File: config.mk
export PLATFORM = sky130hd
export DESIGN_NAME = adder_share_arbiter
export DESIGN_NICKNAME = d
export VERILOG_FILES = /design/src/rtl/adder_share_arbiter_pkg.sv /design/src/rtl/adder_share_arbiter_four_bit_add.sv /design/src/rtl/adder_share_arbiter.sv
export SDC_FILE = /design/constraint.sdc
export NUM_CORES = 1
export LEC_CHECK = 0
export ABC_AREA = 1
export BUFFER_PORTS_ARGS = -buffer_cell sky130_fd_sc_hd__buf_2
export CELL_PAD_IN_SITES_DETAIL_PLACEMENT = 1
export CELL_PAD_IN_SITES_GLOBAL_PLACEMENT = 2
export CORE_MARGIN = 1.5
export CORE_UTILIZATION = 24
export CTS_BUF_LIST = sky130_fd_sc_hd__clkbuf_8
export DETAILED_ROUTE_END_ITERATION = 7
export HOLD_SLACK_MARGIN = 0.06
export PLACE_DENSITY_LB_ADDON = 0.1
export SLEW_MARGIN = 20
export SYNTH_ARGS = -nofsm -noshare
export SYNTH_HDL_FRONTEND = slang
export SYNTH_HIERARCHICAL = 1
export SYNTH_SLANG_ARGS = --single-unit
File: constraint.sdc
create_clock -name clk -period 2.1 [get_ports clk]
set_input_delay 0.63 -clock clk [delete_from_list [all_inputs] [get_ports clk]]
set_output_delay 0.63 -clock clk [all_outputs]
set_load 0.01 [all_outputs]
File: src/rtl/adder_share_arbiter_pkg.sv
// Shared datapath widths and response FSM states for the adder-sharing arbiter.
// Imported by the arbiter top and by the adder core.
package adder_share_arbiter_pkg;

    localparam int unsigned DATA_W = 4;
    localparam int unsigned SUM_W  = 5;

    typedef enum logic {
        ST_IDLE = 1'b0,
        ST_HOLD = 1'b1
    } state_t;

endpackage : adder_share_arbiter_pkg

File: src/rtl/adder_share_arbiter_four_bit_add.sv
// Shared 4-bit adder core: unsigned a + b with the carry returned in sum[4].
module four_bit_add
    import adder_share_arbiter_pkg::*;
(
    input  logic [DATA_W-1:0] a,
    input  logic [DATA_W-1:0] b,
    output logic [SUM_W-1:0]  sum
);

    assign sum = {1'b0, a} + {1'b0, b};

endmodule : four_bit_add

File: src/rtl/adder_share_arbiter.sv
// Round-robin arbiter sharing one four_bit_add between NUM_REQ valid/ready requesters;
// the registered result and winner ID leave on a valid/ready response port.
module adder_share_arbiter
    import adder_share_arbiter_pkg::*;
#(
    parameter int unsigned NUM_REQ = 2,
    localparam int unsigned ID_W   = (NUM_REQ > 1) ? $clog2(NUM_REQ) : 1
) (
    input  logic                      clk,
    input  logic                      rst,
    input  logic [NUM_REQ-1:0]        req_valid,
    output logic [NUM_REQ-1:0]        req_ready,
    input  logic [DATA_W*NUM_REQ-1:0] req_a,
    input  logic [DATA_W*NUM_REQ-1:0] req_b,
    output logic                      rsp_valid,
    input  logic                      rsp_ready,
    output logic [SUM_W-1:0]          rsp_sum,
    output logic [ID_W-1:0]           rsp_id
);

    state_t              state;
    logic [ID_W-1:0]     rr_ptr;
    logic [NUM_REQ-1:0]  grant;
    logic [ID_W-1:0]     gnt_idx;
    logic                gnt_any;
    logic                can_issue;
    logic                accept;
    logic [DATA_W-1:0]   op_a;
    logic [DATA_W-1:0]   op_b;
    logic [SUM_W-1:0]    add_sum;
    logic [ID_W-1:0]     ptr_next;

    // Two passes give the circular scan rr_ptr..NUM_REQ-1 then 0..rr_ptr-1.
    always_comb begin
        grant   = '0;
        gnt_idx = '0;
        gnt_any = 1'b0;
        for (int unsigned i = 0; i < NUM_REQ; i++) begin
            if (!gnt_any && req_valid[i] && (i >= 32'(rr_ptr))) begin
                gnt_any  = 1'b1;
                gnt_idx  = ID_W'(i);
                grant[i] = 1'b1;
            end
        end
        for (int unsigned i = 0; i < NUM_REQ; i++) begin
            if (!gnt_any && req_valid[i]) begin
                gnt_any  = 1'b1;
                gnt_idx  = ID_W'(i);
                grant[i] = 1'b1;
            end
        end
    end

    always_comb begin
        op_a = '0;
        op_b = '0;
        for (int unsigned i = 0; i < NUM_REQ; i++) begin
            if (grant[i]) begin
                op_a = req_a[DATA_W*i +: DATA_W];
                op_b = req_b[DATA_W*i +: DATA_W];
            end
        end
    end

    four_bit_add u_add (
        .a   (op_a),
        .b   (op_b),
        .sum (add_sum)
    );

    // Gating on rst keeps a request from looking accepted while reset is held.
    assign can_issue = ~rst & ((state == ST_IDLE) | rsp_ready);
    assign req_ready = grant & {NUM_REQ{can_issue}};
    assign accept    = gnt_any & can_issue;
    assign ptr_next  = (gnt_idx == ID_W'(NUM_REQ - 1)) ? '0 : gnt_idx + 1'b1;

    always_ff @(posedge clk or posedge rst) begin
        if (rst) begin
            state     <= ST_IDLE;
            rsp_valid <= 1'b0;
            rsp_sum   <= '0;
            rsp_id    <= '0;
            rr_ptr    <= '0;
        end else begin
            case (state)
                ST_IDLE: begin
                    if (accept) begin
                        state     <= ST_HOLD;
                        rsp_valid <= 1'b1;
                        rsp_sum   <= add_sum;
                        rsp_id    <= gnt_idx;
                        rr_ptr    <= ptr_next;
                    end
                end
                ST_HOLD: begin
                    if (accept) begin
                        rsp_valid <= 1'b1;
                        rsp_sum   <= add_sum;
                        rsp_id    <= gnt_idx;
                        rr_ptr    <= ptr_next;
                    end else if (rsp_ready) begin
                        state     <= ST_IDLE;
                        rsp_valid <= 1'b0;
                    end
                end
                default: begin
                    state     <= ST_IDLE;
                    rsp_valid <= 1'b0;
                end
            endcase
        end
    end

endmodule : adder_share_arbiter

==> flow_summary.yaml, run 1 <==
clock_tree:
  cts_max_level: 1
  numClockSinks: 9
  cts_made_buffers: 3
  clk_latency_ps: 230
  clk_root_buffer_cell: "sky130_fd_sc_hd__clkbuf_8"
  clock_path_buffers: 2
  clkSlewWorstSetupHoldPaths_ps: 50
  buffers_inserted_by_post_cts_timing_repair: 0
  tritoncts: "yes"
sta:
  setup_viol: 0
  final-hold-violation-count: 0
  fin_hold_ws_ps: 359
  tightest_slew_ps: 316
  min_period_over_period_pct: 95.6
  final_period_minus_worst_setup_slack_ps: 2010
  timing.final.ws_setup_ps: 93.1
  max-slew-margin-rel_pct: 78.9
  rsz0062_at_grt: "false"
  finalClockSkew_ps: 1.59
  max_clock_freq_mhz: 498
  final-max-slew-violation-count: 0
pwr:
  power_density_nw_per_um2: 712
  leakagePower_uw: 0.000586
  peak_ir_drop_on_the_vdd_network_v: 0.000494
placement:
  buffer_ports.inserted: 29
  place_area_sq_um: 915
  finalWeightedCongestion: 0.685
  placed_cells: 163
  post-place-ws_ps: -120
  hpwlAfterDp_um: 1440
layout:
  fin_nets: 163
  fin_util_pct: 35.8
  synthToLayoutAreaGrowth_pct: 43.0
  area_of_all_placed_cells_without_fillers_sq_um: 970
  nFillCells: 371
  layoutNonFillerInstCount: 167
  drive_above_1_share_pct: 38.2
  mostFrequentLayoutCell: "sky130_fd_sc_hd__nand2_1"
  layout_common_cells: "47 x sky130_fd_sc_hd__nand2_1, 29 x sky130_fd_sc_hd__buf_2, 11 x sky130_fd_sc_hd__inv_1"
  antenna-diode-count: 0
critical_path:
  depth_of_the_worst_register_to_register_path: 9
  reg2reg_slack_ps: 250
  worst_path_max_delay_cell: "sky130_fd_sc_hd__nor2_4"
  critical_path.reg2reg.startpoint: "rr_ptr"
  reg2reg_to: "rsp_sum[1]"
  timing.setup.critical_path_class: "input pin to primary output"
  critPathMaxStageDelay_ps: 180
  critPathMostFrequentCell: "sky130_fd_sc_hd__buf_2"
  worst-endpoint-arrival_ps: 1380
  cp_data_required_time_ps: 1470
  crit_fanout: 6
  timing.critical_path.cells: "buf_2 > inv_4 > nor2_2 > nor2_4 > buf_4 > nand2_2 > inv_1 > buf_2"
  setup_crit_start_kind: "input pin"
  critical_path.endpoint_type: "primary output"
routing:
  drcViolationCount: 0
  drt_wl_total_um: 1710
  drt_iter0_markers: 13
  routed_via_density: 4.50
  detail_route.first_pass.iterations: 4
  antenna_violating_nets_post_route: 0
  average_wire_per_standard_cell_um: 10.2
  num_vias: 752
global_routing:
  first_pass_grt_wire_length_um: 3110
  grt_antenna_before_repair: 0
  grt_pass1_vias: 737
  grt_usage_pct: 12.6
  grt_max_degree: 16
  grt_total_ovfl: 0
die:
  fp.coreArea_sq_um: 2710
  fp-row-count: 19
  floorplan.die.width_um: 56.2
  die_height_um: 56.2
  floorplan.initialDensity_pct: 25.0
  io_pins: 30
  fp.dieArea_sq_um: 3150
synth:
  netlist-cell-type-count: 18
  post_synth_instance_area_sq_um: 678
  yosys_register_bits: 9
  syn-instance-count: 96
  synth_seq_area_share_pct: 33.2
  syn-mean-instance-area_sq_um: 7.06
  synth_nets: 122
  synth.yosys.warnings: 6
run_status:
  run_status: "finished clean"
job:
  timing.max_cap.violations: 0
worst_hold_path:
  hold_path_class: "input pin to async pin"
[sequential cells by signal, indices dropped and copies added (netlist names)]
signal	flops
rsp_sum	5
rr_ptr	1
rsp_id	1
rsp_valid	1
state	1
[cell families (layout without fill, tap and decap cells)]
family,count (synthesis),in the layout,synth area share [%]
flip-flops,9,9,33.2
adder cells (fa/ha/maj),5,5,10.3
AND/OR/NAND/NOR,63,63,42.6
XOR/XNOR,1,1,1.29
buffers and inverters,13,53,7.20
AO/OA/AOI/OAI,5,5,5.35
[how the worst max path moves through the flow]
stage	cells after the start	to	from
finish	8	req_ready[1]	req_valid[0]
global route	12	rsp_sum[1]	req_valid[0]
CTS	8	req_ready[1]	req_valid[0]
detailed placement	12	rsp_sum[4]	req_valid[0]
global placement	12	rsp_sum[2]	req_valid[0]
floorplan	11	rsp_sum[4]	req_valid[0]
[power by group]
part	switching, uW	internal (uW)
clock	68.1	127
combinational	143	115
sequential	23.4	213
total	234	456
[worst max-delay path: cells and delay by family]
family        cells  cell delay (ps)
buf+inv           5              480
simple gates      3              260
[synth_stat cells]
cell	n	share of area, %
sky130_fd_sc_hd__nor2_4	1	1.7
sky130_fd_sc_hd__nor2_2	1	0.92
sky130_fd_sc_hd__fa_1	1	3.0
sky130_fd_sc_hd__xnor2_1	1	1.3
sky130_fd_sc_hd__inv_1	10	5.5
sky130_fd_sc_hd__a21oi_4	1	2.4
sky130_fd_sc_hd__nand2_1	48	27
sky130_fd_sc_hd__nand4_1	5	4.6
sky130_fd_sc_hd__nand3_4	1	2.6
sky130_fd_sc_hd__nand3_1	3	2.2
sky130_fd_sc_hd__nand2_4	1	1.7
sky130_fd_sc_hd__nand2_2	2	1.8
sky130_fd_sc_hd__ha_1	4	7.4
sky130_fd_sc_hd__inv_2	3	1.7
sky130_fd_sc_hd__a21oi_1	3	2.2
sky130_fd_sc_hd__dfrtp_1	9	33
sky130_fd_sc_hd__o21ai_0	1	0.74
sky130_fd_sc_hd__nor2_1	1	0.55
[stage by stage]
stage | power [uW] | setup TNS, ps
global placement | 499 | -130
CTS | 704 | 0
global route | 752 | 0
finish | 690 | 0
detailed placement | 503 | -345
floorplan | 395 | 0
[layer usage]
metal	global-route usage [%]	up-vias	part of all wire (%)
li1	-	381	-
met1	14.2	350	39
met2	23.2	19	55
met3	3.49	2	4.7
met4	3.06	0	0.82
met5	0	-	0
[cell type report]
cell class,instances,area [sq um],area share [%]
clock buffers,3,41.3,4.26
clock inverters,1,3.75,0.387
inverters,13,51.3,5.29
multi-input cells,74,412,42.5
flip-flops and latches,9,225,23.2
well taps,31,38.8,4.00
repair buffers,36,198,20.4
[timing repair]
item | in CTS | in global routing
hold buffers | 0 | 0
endpoints found under the setup margin | 0 | 2
resized for setup | 0 | 5
endpoints found under the hold margin | 0 | 0
(Power assumes the default switching activity.)
==> inputs of run 2 (changes only) <==
Settings changed: CTS_CLUSTER_DIAMETER set to 40, PLACE_DENSITY set to 0.81, PLACE_DENSITY_LB_ADDON 0.1 to unset, SLEW_MARGIN 20 to 5.
==> flow_summary.yaml, run 2 (synthesis gave the netlist of run 1 again) <==
die:
  die_height_um: 56.2
  fp-row-count: 19
  fp.dieArea_sq_um: 3150
  floorplan.initialDensity_pct: 25.0
  floorplan.die.width_um: 56.2
  fp.coreArea_sq_um: 2710
  io_pins: 30
routing:
  detail_route.first_pass.iterations: 4
  routed_via_density: 4.51
  antenna_violating_nets_post_route: 0
  drt_iter0_markers: 7
  average_wire_per_standard_cell_um: 10.4
  drcViolationCount: 0
  drt_wl_total_um: 1760
  num_vias: 763
run_status:
  run_status: "finished clean"
pwr:
  power_density_nw_per_um2: 708
  peak_ir_drop_on_the_vdd_network_v: 0.000395
  leakagePower_uw: 0.000606
sta:
  finalClockSkew_ps: 2.17
  max_clock_freq_mhz: 496
  tightest_slew_ps: 313
  timing.final.ws_setup_ps: 84.7
  final-max-slew-violation-count: 0
  max-slew-margin-rel_pct: 79.1
  final_period_minus_worst_setup_slack_ps: 2020
  min_period_over_period_pct: 96.0
  rsz0062_at_grt: "false"
  final-hold-violation-count: 0
  setup_viol: 0
critical_path:
  timing.critical_path.cells: "buf_2 > inv_2 > nor2_2 > nor2_4 > buf_4 > nand2_2 > inv_1 > buf_2"
  critPathMaxStageDelay_ps: 170
  path_buf_inv: 5
  critPathMostFrequentCell: "sky130_fd_sc_hd__buf_2"
  cp_data_required_time_ps: 1470
  crit_fanout: 4
  critical-path-top-delay-family: "buffers and inverters"
  depth_of_the_worst_register_to_register_path: 9
  worst-endpoint-arrival_ps: 1390
  worst_path_max_delay_cell: "sky130_fd_sc_hd__nor2_4"
  setup_crit_start_kind: "input pin"
  timing.setup.critical_path_class: "input pin to primary output"
  worst-path-stages: 8
  critical_path.endpoint_type: "primary output"
placement:
  buffer_ports.inserted: 29
  hpwlAfterDp_um: 1520
  place_area_sq_um: 942
  post-place-ws_ps: -137
  finalWeightedCongestion: 0.734
clock_tree:
  clock_path_buffers: 2
  cts_max_level: 1
  clk_latency_ps: 230
  clkSlewWorstSetupHoldPaths_ps: 50
  cts_made_buffers: 3
  numClockSinks: 9
  cts_hold_buffers: 0
  clk_root_buffer_cell: "sky130_fd_sc_hd__clkbuf_8"
  tritoncts: "yes"
worst_hold_path:
  hold_path_class: "input pin to async pin"
layout:
  antenna-diode-count: 0
  drive_above_1_share_pct: 39.1
  layout_common_cells: "48 x sky130_fd_sc_hd__nand2_1, 29 x sky130_fd_sc_hd__buf_2, 11 x sky130_fd_sc_hd__inv_1"
  nFillCells: 356
  mostFrequentLayoutCell: "sky130_fd_sc_hd__nand2_1"
  area_of_all_placed_cells_without_fillers_sq_um: 1000
  fin_nets: 165
  synthToLayoutAreaGrowth_pct: 47.4
  largest_register: "rsp_sum"
  number_of_flip_flops_under_the_largest_register_name: 5
  multi_input_gate_area_sq_um: 417
  regArea_sq_um: 225
global_routing:
  grt_max_degree: 16
  grt_usage_pct: 12.4
  grt_total_ovfl: 0
  first_pass_grt_wire_length_um: 3170
  grt_pass1_vias: 831
  grt_antenna_before_repair: 0
job:
  timing.max_cap.violations: 0
-- run 2: cell count changes in the layout (fill, tap and decap cells not counted), sizes merged --
cell	change
buf	+2
-- run 2: final cells by class --
cell class	count	share of cell area, %
Timing Repair Buffer	38	22.5
Multi-Input combinational cell	74	41.7
Sequential cell	9	22.5
Inverter	13	4.88
Clock inverter	1	0.375
Tap cell	31	3.88
Clock buffer	3	4.13
-- run 2: timing repair --
item                                    CTS  global route
setup buffers                             0             0
gates resized for setup                   0             4
endpoints found under the setup margin    0             2
-- run 2: per-layer routing --
layer	part of all wire [%]	track usage, %	up-vias
li1	-	-	384
met1	44	13.8	353
met2	50	23.4	24
met3	4.9	2.09	2
met4	0.68	4.08	0
met5	0	0	-
-- run 2: worst paths after layout --
path | slack, ps | startpoint | to
worst max register to register | 240 | rr_ptr | rsp_sum[1]
max in group asynchronous | 1500 | rst | rsp_sum[2]
worst min-delay path | 360 | rst | rsp_id
worst min register to register | 460 | rsp_sum[2] | rsp_sum[2]
min in group clk | 460 | rsp_sum[2] | rsp_sum[2]
worst max-delay path | 80 | req_valid[0] | req_ready[1]
-- run 2: report_power, final --
group,leakage (uW),internal (uW),switching (uW)
sequential,0.000111,213,23.2
combinational,0.000468,128,149
clock,0.0000269,127,66.6
total,0.000606,469,239
-- run 2: metrics by stage --
stage / power, uW / std cells / setup TNS, ps / util [%] / hold slack (ps)
2_1_floorplan: 395 / 96 / 0 / - / 448
3_3_place_gp: 506 / 165 / -193 / 34.8 / 450
3_5_place_dp: 515 / 165 / -389 / 34.8 / 460
4_1_cts: 712 / 169 / 0 / 36.4 / 367
5_1_grt: 766 / 169 / 0 / 36.9 / 378
6_report: 708 / 169 / 0 / 36.9 / 357
==> inputs of run 3 (changes only) <==
Settings changed: CORE_UTILIZATION 24 to 25, PLACE_DENSITY 0.81 to 0.83, SYNTH_HIERARCHICAL 1 to unset.
==> flow_summary.yaml, run 3 <==
routing:
  drt_iter0_markers: 3
  average_wire_per_standard_cell_um: 10.6
  drcViolationCount: 0
  drt_wl_total_um: 1670
  routed_via_density: 4.33
  antenna_violating_nets_post_route: 0
  detail_route.first_pass.iterations: 4
  num_vias: 680
sta:
  final-max-slew-violation-count: 0
  tightest_slew_ps: 189
  setup_viol: 0
  max_clock_freq_mhz: 517
  final-hold-violation-count: 0
  finalClockSkew_ps: 0.981
  rsz0062_at_grt: "false"
  max-slew-margin-rel_pct: 87.3
  min_period_over_period_pct: 92.0
  final_period_minus_worst_setup_slack_ps: 1930
  fin_hold_ws_ps: 429
critical_path:
  timing.setup.critical_path_class: "input pin to primary output"
  cp_data_required_time_ps: 1470
  setup_crit_start_kind: "input pin"
  critPathMostFrequentCell: "sky130_fd_sc_hd__buf_2"
  critical-path-top-delay-family: "simple AND/OR/NAND/NOR gates"
  worst_path_max_delay_cell: "sky130_fd_sc_hd__buf_2"
  crit_fanout: 2
  critPathMaxStageDelay_ps: 150
  path_buf_inv: 4
  critical_path.endpoint_type: "primary output"
  worst-endpoint-arrival_ps: 1300
  timing.critical_path.cells: "buf_2 > inv_1 > nand2_1 > nand2_2 > nor2_4 > inv_2 > nor2_1 > buf_2"
layout:
  number_of_flip_flops_under_the_largest_register_name: 5
  largest_register: "rsp_sum"
  fin_nets: 154
  mostFrequentLayoutCell: "sky130_fd_sc_hd__nand2_1"
  antenna-diode-count: 0
  synthToLayoutAreaGrowth_pct: 44.5
  layout_common_cells: "38 x sky130_fd_sc_hd__nand2_1, 29 x sky130_fd_sc_hd__buf_2, 12 x sky130_fd_sc_hd__nand3_1"
  drive_above_1_share_pct: 40.9
  nFillCells: 328
clock_tree:
  clock_path_buffers: 2
  tritoncts: "yes"
  buffers_inserted_by_post_cts_timing_repair: 0
  cts_hold_buffers: 0
  postCtsResizedCells: 0
  clkSlewWorstSetupHoldPaths_ps: 40
  cts_made_buffers: 3
  cts_max_level: 1
  clk_root_buffer_cell: "sky130_fd_sc_hd__clkbuf_8"
  numClockSinks: 9
  clk_latency_ps: 230
worst_hold_path:
  hold_path_class: "input pin to async pin"
pwr:
  power.total_uw: 682
  leakagePower_uw: 0.000544
  power_density_nw_per_um2: 730
  peak_ir_drop_on_the_vdd_network_v: 0.000301
synth:
  synth_simple_gate_area_share_pct: 37.9
  most_frequently_used_cell_type_in_the_post_synthesis_netlist: "sky130_fd_sc_hd__nand2_1"
  synth_nets: 112
  synth_flop_cell: "sky130_fd_sc_hd__dfrtp_1"
  async_reset_ff_share_pct: 100
  synthXorXnorAreaFrac_pct: 1.35
  synth_seq_area_share_pct: 34.8
  syn-instance-count: 86
  yosys-top-cells-count: "38 x sky130_fd_sc_hd__nand2_1, 12 x sky130_fd_sc_hd__nand3_1, 9 x sky130_fd_sc_hd__dfrtp_1, 5 x sky130_fd_sc_hd__inv_1, 4 x sky130_fd_sc_hd__ha_1"
  combinational_family_with_the_most_area_after_synthesis: "simple AND/OR/NAND/NOR gates"
  netlist.area_leader.share_pct: 34.8
  synth_compound_gate_area_share_pct: 7.54
  netlist-cell-type-count: 17
  synth.yosys.warnings: 0
  synthMuxAreaShare_pct: 0
  netlist.top_cell.by_area: "sky130_fd_sc_hd__dfrtp_1"
  synth.top_cells.by_area: "sky130_fd_sc_hd__dfrtp_1 35%, sky130_fd_sc_hd__nand2_1 22%, sky130_fd_sc_hd__nand3_1 9.3%, sky130_fd_sc_hd__ha_1 7.7%, sky130_fd_sc_hd__buf_6 3.5%"
  area_share_of_fa_ha_maj_cells_after_synthesis_pct: 10.8
  yosys_register_bits: 9
  post_synth_instance_area_sq_um: 647
  syn-mean-instance-area_sq_um: 7.52
  count_of_flip_flops_with_a_built_in_enable_after_synthesis: 0
global_routing:
  grt_pass1_vias: 722
  grt_usage_pct: 14.1
  grt_antenna_before_repair: 0
  grt_max_degree: 12
  grt_total_ovfl: 0
  first_pass_grt_wire_length_um: 2930
placement:
  finalWeightedCongestion: 0.709
  buffer_ports.inserted: 29
  hpwlAfterDp_um: 1470
die:
  io_pins: 30
  floorplan.initialDensity_pct: 26.4
  fp-row-count: 18
  die_height_um: 53.9
  floorplan.die.width_um: 53.9
  fp.coreArea_sq_um: 2450
  fp.dieArea_sq_um: 2900
run_status:
  run_status: "finished clean"
job:
  timing.max_cap.violations: 0
[run 3: changes by cell type in the layout (fill, tap and decap cells not counted), moves of 5 or more]
cell                      delta
sky130_fd_sc_hd__nand3_1     +9
sky130_fd_sc_hd__inv_1       -5
sky130_fd_sc_hd__nand2_1    -10
sky130_fd_sc_hd__nand4_1     -5
[run 3: cells by family after synthesis]
group | after synthesis
flip-flops | 9
AO/OA/AOI/OAI | 6
buffers and inverters | 9
AND/OR/NAND/NOR | 56
adder cells (fa/ha/maj) | 5
XOR/XNOR | 1
[run 3: report_power, final]
group          internal, uW  total, uW  switching, uW
Combinational           115        255            140
Clock                   127        196           68.4
Sequential              213        232           19.4
[run 3: stage by stage]
stage | instances | instance area, sq um | TNS (ps) | worst slack (ps) | util (%)
after floorplan | 86 | 654 | 0 | 12.4 | -
after global placement | 153 | 890 | 0 | 16.6 | 36.2
after detailed placement | 153 | 890 | -24.3 | -22.4 | 36.2
after CTS | 157 | 935 | 0 | 133 | 38.1
after global routing | 157 | 935 | 0 | 12.1 | 38.1
final | 157 | 935 | 0 | 168 | 38.1
[run 3: cell type report]
class,instances,area [sq um],share of cell area [%]
inverter,7,31.3,3.35
clock inverter,1,3.75,0.402
sequential,9,225,24.1
tap,30,37.5,4.02
multi-input combinational,68,375,40.2
clock buffer,3,41.3,4.42
timing repair buffer,39,220,23.6
[run 3: worst paths after layout]
path / start / to / slack, ps / cells past startpoint
max reg2reg: rr_ptr / rsp_sum[4] / 200 / 12
min reg2reg: rsp_sum[0] / rsp_sum[0] / 470 / 2
max: rsp_ready / req_ready[0] / 170 / 8
min: rst / rsp_sum[2] / 430 / 3
max in group asynchronous: rst / state / 1540 / 3
min in group clk: rsp_sum[0] / rsp_sum[0] / 470 / 2
[run 3: worst min-delay path, cell delays in order]
cell and delay (ps):
sky130_fd_sc_hd__buf_2 100, sky130_fd_sc_hd__inv_1 90, sky130_fd_sc_hd__buf_4 190
[run 3: routing by layer]
layer / GRT usage [%] / wire length (um)
met1: 15.7 / 725
met2: 25.4 / 794
met5: 0 / 0
met3: 1.11 / 113
met4: 8.97 / 38
